<file path="config.mk">
export PLATFORM = sky130hd
export DESIGN_NAME = i2c_bus_cond_detect_flat
export DESIGN_NICKNAME = d
export VERILOG_FILES = /design/src/rtl/i2c_pkg.sv /design/src/rtl/i2c_bus_cond_detect_if.sv /design/src/rtl/i2c_glitch_filter.sv /design/src/rtl/i2c_bus_cond_detect.sv /design/src/flat_wrapper.sv
export SDC_FILE = /design/constraint.sdc
export NUM_CORES = 1
export LEC_CHECK = 0
export ABC_AREA = 1
export CAP_MARGIN = 20
export CORE_MARGIN = 1
export CORE_UTILIZATION = 59
export DETAILED_ROUTE_END_ITERATION = 16
export PLACE_DENSITY = 0.84
export SYNTH_ARGS = -nofsm -noshare
export SYNTH_HDL_FRONTEND = slang
export SYNTH_SLANG_ARGS = --single-unit
</file>
<file path="constraint.sdc">
create_clock -name CLK -period 5 [get_ports CLK]
set_clock_uncertainty 0.2 [all_clocks]
set_input_delay 0.5 -clock CLK [delete_from_list [all_inputs] [get_ports CLK]]
set_output_delay 0.5 -clock CLK [all_outputs]
set_load 0.02 [all_outputs]
</file>
<file path="src/rtl/i2c_pkg.sv">
// Shared types and defaults for the I2C bus-condition front end.
package i2c_pkg;

   typedef enum logic {
      IDLE = 1'b0,
      BUSY = 1'b1
   } bus_state_e;

   // Filtered-domain bus events, decoded from current vs. previous filtered levels.
   typedef struct packed {
      logic scl_rise;
      logic scl_fall;
      logic start;
      logic stop;
   } bus_ev_t;

   localparam logic [3:0] ACK_SLOT        = 4'd8;
   localparam int         SYNC_STAGES_DEF = 2;
   localparam int         FILT_LEN_DEF    = 3;

endpackage

</file>
<file path="src/rtl/i2c_bus_cond_detect_if.sv">
// Pad-side pins and decoded bus status of the I2C condition detector.
interface i2c_bus_cond_detect_if;

   logic       SCLPin;
   logic       SDAPin;
   logic       SCLF;
   logic       SDAF;
   logic       SCLRise;
   logic       SCLFall;
   logic       START;
   logic       STOP;
   logic       BusBusy;
   logic [3:0] BitCnt;
   logic [7:0] RxByte;
   logic       ByteValid;
   logic       AckBit;
   logic       AckValid;
   logic       BusErr;

   // master: pad / stimulus side; slave: the detector
   modport master (
      output SCLPin, SDAPin,
      input  SCLF, SDAF, SCLRise, SCLFall, START, STOP, BusBusy,
      input  BitCnt, RxByte, ByteValid, AckBit, AckValid, BusErr
   );

   modport slave (
      input  SCLPin, SDAPin,
      output SCLF, SDAF, SCLRise, SCLFall, START, STOP, BusBusy,
      output BitCnt, RxByte, ByteValid, AckBit, AckValid, BusErr
   );

endinterface

</file>
<file path="src/rtl/i2c_glitch_filter.sv">
// Pin synchroniser followed by a stability counter; the output level flips only
// after the synchronised input has disagreed with it for FILT_LEN cycles in a row.
module i2c_glitch_filter
   import i2c_pkg::*;
#(
   parameter int SYNC_STAGES = SYNC_STAGES_DEF,
   parameter int FILT_LEN    = FILT_LEN_DEF
) (
   input  logic clk,
   input  logic rst,
   input  logic pin_i,
   output logic filt_o
);

   localparam int CW = $clog2(FILT_LEN + 1);

   logic [SYNC_STAGES-1:0] sync_q, sync_d;
   logic [CW-1:0]          cnt_q, cnt_d;
   logic                   filt_q, filt_d;
   logic                   samp;

   assign samp   = sync_q[SYNC_STAGES-1];
   assign filt_o = filt_q;

   always_comb begin
      sync_d = {sync_q[SYNC_STAGES-2:0], pin_i};
      filt_d = filt_q;
      cnt_d  = '0;
      if (samp != filt_q) begin
         if (cnt_q == CW'(FILT_LEN - 1)) filt_d = samp;
         else                            cnt_d  = cnt_q + CW'(1);
      end
   end

   // Idle bus is high, so the chain and level come out of reset at 1.
   always_ff @(posedge clk or posedge rst) begin
      if (rst) begin
         sync_q <= '1;
         cnt_q  <= '0;
         filt_q <= 1'b1;
      end else begin
         sync_q <= sync_d;
         cnt_q  <= cnt_d;
         filt_q <= filt_d;
      end
   end

endmodule

</file>
<file path="src/rtl/i2c_bus_cond_detect.sv">
// I2C front end: deglitched SCL/SDA, START/STOP and SCL edge strobes, bit/byte
// framing with ACK capture, and an SCL-held-low bus hang timeout.
module i2c_bus_cond_detect
   import i2c_pkg::*;
#(
   parameter int SYNC_STAGES = SYNC_STAGES_DEF,
   parameter int FILT_LEN    = FILT_LEN_DEF,
   parameter int TIMEOUT     = 4096,
   parameter int TO_W        = 13
) (
   input  logic                  CLK,
   input  logic                  RESET,
   i2c_bus_cond_detect_if.slave  bus
);

   logic       sclf, sdaf;
   logic       sclf_prev_q, sdaf_prev_q;
   bus_ev_t    ev;
   logic       busy, to_hit;

   bus_state_e state_q, state_d;
   logic [3:0] bit_cnt_q, bit_cnt_d;
   logic [6:0] shift_q, shift_d;
   logic [7:0] rx_byte_q, rx_byte_d;
   logic       ack_bit_q, ack_bit_d;
   logic [TO_W-1:0] to_cnt_q, to_cnt_d;
   logic       scl_rise_q, scl_rise_d;
   logic       scl_fall_q, scl_fall_d;
   logic       start_q, start_d;
   logic       stop_q, stop_d;
   logic       byte_valid_q, byte_valid_d;
   logic       ack_valid_q, ack_valid_d;
   logic       bus_err_q, bus_err_d;

   i2c_glitch_filter #(.SYNC_STAGES(SYNC_STAGES), .FILT_LEN(FILT_LEN)) u_scl_filt (
      .clk(CLK), .rst(RESET), .pin_i(bus.SCLPin), .filt_o(sclf)
   );

   i2c_glitch_filter #(.SYNC_STAGES(SYNC_STAGES), .FILT_LEN(FILT_LEN)) u_sda_filt (
      .clk(CLK), .rst(RESET), .pin_i(bus.SDAPin), .filt_o(sdaf)
   );

   // START/STOP need SCL high on both sides, so a simultaneous SCL+SDA change
   // yields only the SCL strobe.
   always_comb begin
      ev.scl_rise = sclf & ~sclf_prev_q;
      ev.scl_fall = ~sclf & sclf_prev_q;
      ev.start    = sclf & sclf_prev_q & sdaf_prev_q & ~sdaf;
      ev.stop     = sclf & sclf_prev_q & ~sdaf_prev_q & sdaf;
   end

   assign busy   = (state_q == BUSY);
   assign to_hit = busy && !sclf && (to_cnt_q == TO_W'(TIMEOUT - 1));

   always_ff @(posedge CLK or posedge RESET) begin
      if (RESET) state_q <= IDLE;
      else       state_q <= state_d;
   end

   always_comb begin
      state_d = state_q;
      case (state_q)
         IDLE:    if (ev.start) state_d = BUSY;
         BUSY:    if (ev.stop || to_hit) state_d = IDLE;
         default: state_d = IDLE;
      endcase
   end

   always_comb begin
      bit_cnt_d    = bit_cnt_q;
      shift_d      = shift_q;
      rx_byte_d    = rx_byte_q;
      ack_bit_d    = ack_bit_q;
      byte_valid_d = 1'b0;
      ack_valid_d  = 1'b0;
      bus_err_d    = 1'b0;
      scl_rise_d   = ev.scl_rise;
      scl_fall_d   = ev.scl_fall;
      start_d      = ev.start;
      stop_d       = ev.stop;

      to_cnt_d = '0;
      if (busy && !sclf)
         to_cnt_d = (to_cnt_q == TO_W'(TIMEOUT)) ? to_cnt_q : to_cnt_q + TO_W'(1);

      // Conditions outrank framing; the timeout can never coincide with them
      // since it needs SCL low.
      if (ev.start || (busy && ev.stop)) begin
         bit_cnt_d = 4'd0;
         shift_d   = '0;
      end else if (busy && ev.scl_rise) begin
         if (bit_cnt_q == ACK_SLOT) begin
            ack_bit_d   = sdaf;
            ack_valid_d = 1'b1;
            bit_cnt_d   = 4'd0;
         end else begin
            shift_d = {shift_q[5:0], sdaf};
            if (bit_cnt_q == 4'd7) begin
               rx_byte_d    = {shift_q, sdaf};
               byte_valid_d = 1'b1;
            end
            bit_cnt_d = bit_cnt_q + 4'd1;
         end
      end else if (to_hit) begin
         bus_err_d = 1'b1;
         bit_cnt_d = 4'd0;
      end
   end

   always_ff @(posedge CLK or posedge RESET) begin
      if (RESET) begin
         sclf_prev_q  <= 1'b1;
         sdaf_prev_q  <= 1'b1;
         bit_cnt_q    <= 4'd0;
         shift_q      <= '0;
         rx_byte_q    <= 8'd0;
         ack_bit_q    <= 1'b1;
         to_cnt_q     <= '0;
         scl_rise_q   <= 1'b0;
         scl_fall_q   <= 1'b0;
         start_q      <= 1'b0;
         stop_q       <= 1'b0;
         byte_valid_q <= 1'b0;
         ack_valid_q  <= 1'b0;
         bus_err_q    <= 1'b0;
      end else begin
         sclf_prev_q  <= sclf;
         sdaf_prev_q  <= sdaf;
         bit_cnt_q    <= bit_cnt_d;
         shift_q      <= shift_d;
         rx_byte_q    <= rx_byte_d;
         ack_bit_q    <= ack_bit_d;
         to_cnt_q     <= to_cnt_d;
         scl_rise_q   <= scl_rise_d;
         scl_fall_q   <= scl_fall_d;
         start_q      <= start_d;
         stop_q       <= stop_d;
         byte_valid_q <= byte_valid_d;
         ack_valid_q  <= ack_valid_d;
         bus_err_q    <= bus_err_d;
      end
   end

   assign bus.SCLF      = sclf;
   assign bus.SDAF      = sdaf;
   assign bus.SCLRise   = scl_rise_q;
   assign bus.SCLFall   = scl_fall_q;
   assign bus.START     = start_q;
   assign bus.STOP      = stop_q;
   assign bus.BusBusy   = busy;
   assign bus.BitCnt    = bit_cnt_q;
   assign bus.RxByte    = rx_byte_q;
   assign bus.ByteValid = byte_valid_q;
   assign bus.AckBit    = ack_bit_q;
   assign bus.AckValid  = ack_valid_q;
   assign bus.BusErr    = bus_err_q;

endmodule

</file>
<file path="src/flat_wrapper.sv">
// flat-port wrapper written by rule: the top's interface ports become plain ports
module i2c_bus_cond_detect_flat import i2c_pkg::*;
#(
   parameter int SYNC_STAGES = SYNC_STAGES_DEF,
   parameter int FILT_LEN    = FILT_LEN_DEF,
   parameter int TIMEOUT     = 4096,
   parameter int TO_W        = 13
)
  (CLK, RESET, bus_SCLPin, bus_SDAPin, bus_SCLF, bus_SDAF, bus_SCLRise, bus_SCLFall, bus_START, bus_STOP, bus_BusBusy, bus_BitCnt, bus_RxByte, bus_ByteValid, bus_AckBit, bus_AckValid, bus_BusErr);
  i2c_bus_cond_detect_if bus_i ();
  input  logic CLK;
  input  logic RESET;
  input wire logic [$bits(bus_i.SCLPin)-1:0] bus_SCLPin;
  input wire logic [$bits(bus_i.SDAPin)-1:0] bus_SDAPin;
  output wire logic [$bits(bus_i.SCLF)-1:0] bus_SCLF;
  output wire logic [$bits(bus_i.SDAF)-1:0] bus_SDAF;
  output wire logic [$bits(bus_i.SCLRise)-1:0] bus_SCLRise;
  output wire logic [$bits(bus_i.SCLFall)-1:0] bus_SCLFall;
  output wire logic [$bits(bus_i.START)-1:0] bus_START;
  output wire logic [$bits(bus_i.STOP)-1:0] bus_STOP;
  output wire logic [$bits(bus_i.BusBusy)-1:0] bus_BusBusy;
  output wire logic [$bits(bus_i.BitCnt)-1:0] bus_BitCnt;
  output wire logic [$bits(bus_i.RxByte)-1:0] bus_RxByte;
  output wire logic [$bits(bus_i.ByteValid)-1:0] bus_ByteValid;
  output wire logic [$bits(bus_i.AckBit)-1:0] bus_AckBit;
  output wire logic [$bits(bus_i.AckValid)-1:0] bus_AckValid;
  output wire logic [$bits(bus_i.BusErr)-1:0] bus_BusErr;
  assign bus_i.SCLPin = bus_SCLPin;
  assign bus_i.SDAPin = bus_SDAPin;
  assign bus_SCLF = bus_i.SCLF;
  assign bus_SDAF = bus_i.SDAF;
  assign bus_SCLRise = bus_i.SCLRise;
  assign bus_SCLFall = bus_i.SCLFall;
  assign bus_START = bus_i.START;
  assign bus_STOP = bus_i.STOP;
  assign bus_BusBusy = bus_i.BusBusy;
  assign bus_BitCnt = bus_i.BitCnt;
  assign bus_RxByte = bus_i.RxByte;
  assign bus_ByteValid = bus_i.ByteValid;
  assign bus_AckBit = bus_i.AckBit;
  assign bus_AckValid = bus_i.AckValid;
  assign bus_BusErr = bus_i.BusErr;
  i2c_bus_cond_detect #(.SYNC_STAGES(SYNC_STAGES), .FILT_LEN(FILT_LEN), .TIMEOUT(TIMEOUT), .TO_W(TO_W)) u_core (.CLK(CLK), .RESET(RESET), .bus(bus_i));
endmodule
</file>
==> out/metrics.csv, run 1 <==
metric,value,unit
outcome,"finished, final reports clean",
Crit path largest cell delay,620,ps
Initial Util,0.622,
routed length per instance,13.3,um
vias,1733,
layout cells sized above 1,0.125,
CTS tree,built,
first-pass GRT wire length,7.50,mm
Relative slew margins,0.481,
Routed WL,4.39,mm
drt pass-1 iters,4,
final hold vios,0,
I/O pin count,27,
CTS buffer count,5,
RSZ-0062 raised after global routing,no,
"Cell Area, Synth",2310,um^2
Die X,64.6,um
reg2reg path depth,5,
"worst slack, placed",2990,ps
ys async rst share,1.00,
drt initial violations,139,
Total GRT Usage,0.241,
Post-synth EDFFs,0,
Max VDD drop,0.000287,V
post-synth top area cell,dfrtp_1,
R2R Setup Slk,3080,ps
overall die height,64.6,um
hold crit path type,reg2reg,
Hold Crit Depth,0,
Crit path buffers/inverters,1,
area delta synth->final,18.0,%
reg2reg start,u_core.bus.BusBusy,
max-slew violations,0,
PnR worst setup slack,2770,ps
CP Capture Type,primary output,
Setup CP Type,reg2out,
top_reg_cell synth,dfrtp_1,
Fin Setup TNS,0,ps
H-tree depth,2,
hold_buf cts,0,
final net count,288,
CTS Buffer Depth,2,
hold path startpoint,u_core.u_sda_filt.sync_q[0],
Yosys reg bits,53,
"count leader, synth",nand2_1,
clk sinks,53,
cell family with the largest share of critical-path delay,buffers and inverters,
worst-path fanout max,7,
die area,4170,um^2
Synth top area share,0.477,
total number of yosys warnings,0,
Max Cap Viol,0,
GP Congestion,0.829,
synth top area cells,"dfrtp_1 (48%), dfstp_2 (10%), nand2_1 (7.3%)",
crit share post-route,0.446,
post-detail-place hpwl,3.07,mm
CP max stage cell,clkdlybuf4s50_1,
final antenna-violating net count,0,
sequential share of the synthesized area,0.579,
Synth top cells by count,"nand2_1 (45), dfrtp_1 (44), inv_1 (40)",
Final min period,2230,ps
Critical Path RT,4300,ps
# DRC,0,
startpoint types,register,
clock-pin slew on the worst setup and hold paths,90,ps
number of global-route vias before repair,1694,
DR vias/cell,5.27,
"Setup Fix Bufs, Post-CTS",0,
clock latency on the worst-skew pair,310,ps
worst hold slack,161,ps
Syn Area/Cell,9.28,um^2
FMAX,449,MHz
GRT overflow,0,
Worst Path Arrival,1530,ps
Hold EP,u_core.u_sda_filt.sync_q[1],
Core ar.,3720,um^2
fillers,285,
pwr dens,457,nW/um^2
Synth Instances,249,
number of cell rows,22,
CTS root buffer,clkbuf_8,
"Critical Path, Cell by Cell",clkdlybuf4s50_1,
initial antenna violation count,0,
worst r2r dst,u_core.bus.BitCnt[1],
post-synthesis net count,257,
PostCTS Resize Cnt,0,
largest net degree at the start of global routing,54,
Synth cell types,26,
leakage,1.25,nW
IO Port Bufs,26,
ant diodes,0,
Setup-failing EPs final,0,
worst slew pin tran,775,ps
[cells in the final DEF (no fill, tap or decap), types with 2 or more instances in the layout]
cell type	Yosys	final
dfrtp_1	44	44
o21ai_0	17	17
xor2_1	3	3
nand2_1	45	45
nand4_1	7	7
a21oi_1	8	8
clkdlybuf4s50_1	0	26
o21ai_2	8	8
inv_1	40	39
nor3_1	9	9
inv_2	1	2
xnor2_1	2	2
nand3_1	17	17
clkinv_1	2	2
nor2_4	2	2
nand2_2	2	2
clkbuf_8	0	6
nor2_1	21	21
ha_1	4	4
dfstp_2	9	9
[cell families (layout without fill, tap and decap cells)]
kind of cell,Yosys count,after routing,synth area share
compound gates,34,34,0.0872
buf+inv,47,79,0.0818
xor+xnor,5,5,0.0190
fa+ha+maj,4,4,0.0217
simple gates,106,106,0.211
flops,53,53,0.579
[where the power goes]
part,total [mW],switching [mW],internal [mW]
logic,0.391,0.246,0.145
registers,0.601,0.0740,0.527
clock network,0.252,0.140,0.112
[routing by layer]
layer | global-route usage | wire length (um) | vias to the layer above
met4 | 0.0972 | 93 | 0
met2 | 0.407 | 2210 | 38
met1 | 0.294 | 1930 | 829
met3 | 0.0616 | 151 | 10
met5 | 0 | 0 | -
li1 | - | - | 856
[state kept, by name, indices dropped and copies added, names as in the netlist, 2 cells and up]
signal and flops:
u_core.u_scl_filt.cnt_q 2, u_core.u_sda_filt.sync_q 2, u_core.shift_q 7, u_core.to_cnt_q 13
u_core.bus.BitCnt 4, u_core.u_scl_filt.sync_q 2, u_core.u_sda_filt.cnt_q 2, u_core.bus.RxByte 8
[layout make-up]
cell class,count,area [um^2],share of cell area
timing repair buffer,27,280,0.103
multi-input combinational,149,783,0.287
tap,48,60.1,0.0220
inverter,44,168,0.0615
sequential,53,1340,0.491
clock buffer,6,82.6,0.0303
clock inverter,2,13.8,0.00505
[how the worst max path moves through the flow]
stage / depth (start not counted) / from / slack, ps / end
floorplan: 1 / RESET / 3030 / u_core.bus.AckValid
global placement: 2 / RESET / 2990 / u_core.u_scl_filt.cnt_q[1]
detailed placement: 2 / RESET / 2990 / u_core.u_scl_filt.cnt_q[0]
CTS: 1 / u_core.u_scl_filt.filt_o / 2760 / bus_SCLF
global route: 1 / u_core.u_scl_filt.filt_o / 2710 / bus_SCLF
finish: 1 / u_core.u_scl_filt.filt_o / 2770 / bus_SCLF
[metrics by stage]
stage / utilization / power, mW / area [um^2] / instances
after CTS: 0.728 / 1.25 / 2710 / 328
after global routing: 0.733 / 1.33 / 2730 / 329
after global placement: 0.702 / 0.971 / 2610 / 320
after floorplan: - / 0.850 / 2310 / 249
final: 0.733 / 1.24 / 2730 / 329
after detailed placement: 0.702 / 0.995 / 2610 / 320
Power figures use the tool's default switching activity.
==> inputs of run 2 (changes only) <==
--- a/config.mk
+++ b/config.mk
@@ -8,9 +8,9 @@
 export ABC_AREA = 1
 export CAP_MARGIN = 20
 export CORE_MARGIN = 1
-export CORE_UTILIZATION = 59
+export CORE_UTILIZATION = 55
 export DETAILED_ROUTE_END_ITERATION = 16
-export PLACE_DENSITY = 0.84
+export PLACE_DENSITY = 0.8
 export SYNTH_ARGS = -nofsm -noshare
 export SYNTH_HDL_FRONTEND = slang
 export SYNTH_SLANG_ARGS = --single-unit
==> constraint.sdc (replaced) <==
create_clock -name CLK -period 2.07 [get_ports CLK]
set_clock_uncertainty 0.2 [all_clocks]
set_input_delay 0.207 -clock CLK [delete_from_list [all_inputs] [get_ports CLK]]
set_output_delay 0.207 -clock CLK [all_outputs]
set_load 0.02 [all_outputs]
==> run 2 against run 1 <==
Against the previous run:
- non-clock buffer count grew 1
- sequential power grew 140%
- highest routed layer unchanged
- largest cell class unchanged
- routed wire length shrank 9.0%
- sequential share of layout area shrank 0.53 points
- register-to-register slack lost 2700 ps
- largest power group unchanged
==> out/metrics.csv, run 2 (synthesis gave the netlist of run 1 again) <==
metric,value,unit
outcome,"finished, final reports clean",
Total GRT Usage,0.211,
crit share post-route,0.940,
number of global-route vias before repair,1557,
Max VDD drop,0.000540,V
startpoint types,register,
I/O pin count,27,
Final min period,1950,ps
FMAX,514,MHz
IO Port Bufs,26,
"Setup Fix Bufs, Post-CTS",0,
die area,4460,um^2
wire length on met3,163,um
reg2reg path depth,8,
pwr dens,1120,nW/um^2
fillers,307,
worst r2r dst,u_core.bus.BitCnt[0],
clk sinks,53,
CTS tree,built,
PnR worst setup slack,125,ps
ant diodes,0,
Worst Path Arrival,1540,ps
drt initial violations,133,
cell family with the largest share of critical-path delay,buffers and inverters,
Initial Util,0.573,
Setup-failing EPs final,0,
Core ar.,4030,um^2
max reg flops,13,
PnR Total Power,3.10,mW
# DRC,0,
metal2 WL,1.83,mm
hold_buf cts,0,
final net count,289,
H-tree depth,2,
CTS Buffer Depth,2,
Routed WL,3.99,mm
uppermost layer routed,met4,
most frequent cells in the layout,"nand2_1 (45), dfrtp_1 (44), inv_1 (39)",
Fin Setup TNS,0,ps
worst hold slack,44.1,ps
Setup CP Type,reg2out,
GRT overflow,0,
CTS root buffer,clkbuf_8,
first-pass GRT wire length,7.00,mm
"Critical Path, Cell by Cell",clkdlybuf4s50_1,
DR vias/cell,5.14,
clock-pin slew on the worst setup and hold paths,90,ps
CP max stage cell,clkdlybuf4s50_1,
worst slew pin tran,447,ps
overall die height,66.8,um
RSZ-0062 raised after global routing,no,
leakage,1.27,nW
routed length per instance,12.0,um
number of cell rows,23,
CP Capture Type,primary output,
layout cells sized above 1,0.124,
vias,1705,
CP Depth,1,
wl on met1,1.93,mm
Max Cap Viol,0,
final hold vios,0,
"commonest non-fill, non-tap cell in the layout",nand2_1,
placed inst area,2640,um^2
area of the multi-input gates,783,um^2
critical path capture point,bus_SCLF,
PostCTS Resize Cnt,0,
worst-path fanout max,7,
initial antenna violation count,0,
Critical Path RT,1660,ps
hold crit path type,in2async,
clock latency on the worst-skew pair,300,ps
Relative slew margins,0.701,
drt pass-1 iters,4,
"worst slack, placed",416,ps
post-route design area,2760,um^2
final antenna-violating net count,0,
Crit path largest cell delay,630,ps
Reg with most FFs,u_core.to_cnt_q,
CP Launch Point,u_core.u_scl_filt.filt_o,
Die X,66.8,um
area delta synth->final,19.3,%
largest net degree at the start of global routing,54,
post-detail-place hpwl,2.84,mm
reg2reg start,u_core.to_cnt_q[1],
max-slew violations,0,
R2R Setup Slk,380,ps
Crit path buffers/inverters,1,
CTS buffer count,5,
GP Congestion,0.842,
Reg area,1340,um^2
## run 2: final cells by class
class / count / share of cell area
Clock buffer: 7 / 0.0313
Clock inverter: 1 / 0.0109
Inverter: 44 / 0.0609
Multi-Input combinational cell: 149 / 0.284
Sequential cell: 53 / 0.485
Tap cell: 50 / 0.0227
Timing Repair Buffer: 28 / 0.104
## run 2: how the worst min path moves through the flow
| stage | start | to | depth (start not counted) |
|---|---|---|---|
| 2_1_floorplan | bus_SCLPin | u_core.u_scl_filt.sync_q[0] | 0 |
| 3_3_place_gp | u_core.u_scl_filt.sync_q[0] | u_core.u_scl_filt.sync_q[1] | 0 |
| 3_5_place_dp | u_core.u_scl_filt.sync_q[0] | u_core.u_scl_filt.sync_q[1] | 0 |
| 4_1_cts | RESET | u_core.to_cnt_q[6] | 3 |
| 5_1_grt | RESET | u_core.to_cnt_q[6] | 3 |
| 6_report | RESET | u_core.to_cnt_q[6] | 3 |
## run 2: report_power, final
part	leakage (nW)	switching, mW	internal, mW
clock network	0.0585	0.316	0.394
logic	0.512	0.579	0.361
registers	0.695	0.176	1.27
total	1.27	1.07	2.03
## run 2: layer usage
| metal | up-vias | GRT usage |
|---|---|---|
| met5 | - | 0 |
| met4 | 0 | 0.0878 |
| met3 | 8 | 0.0428 |
| met2 | 50 | 0.319 |
| met1 | 795 | 0.294 |
| li1 | 852 | - |
## run 2: metrics by stage
| step | util | std cells |
|---|---|---|
| detailed placement | 0.655 | 324 |
| global placement | 0.655 | 324 |
| CTS | 0.684 | 332 |
| floorplan | - | 249 |
| finish | 0.684 | 332 |
| global route | 0.684 | 332 |
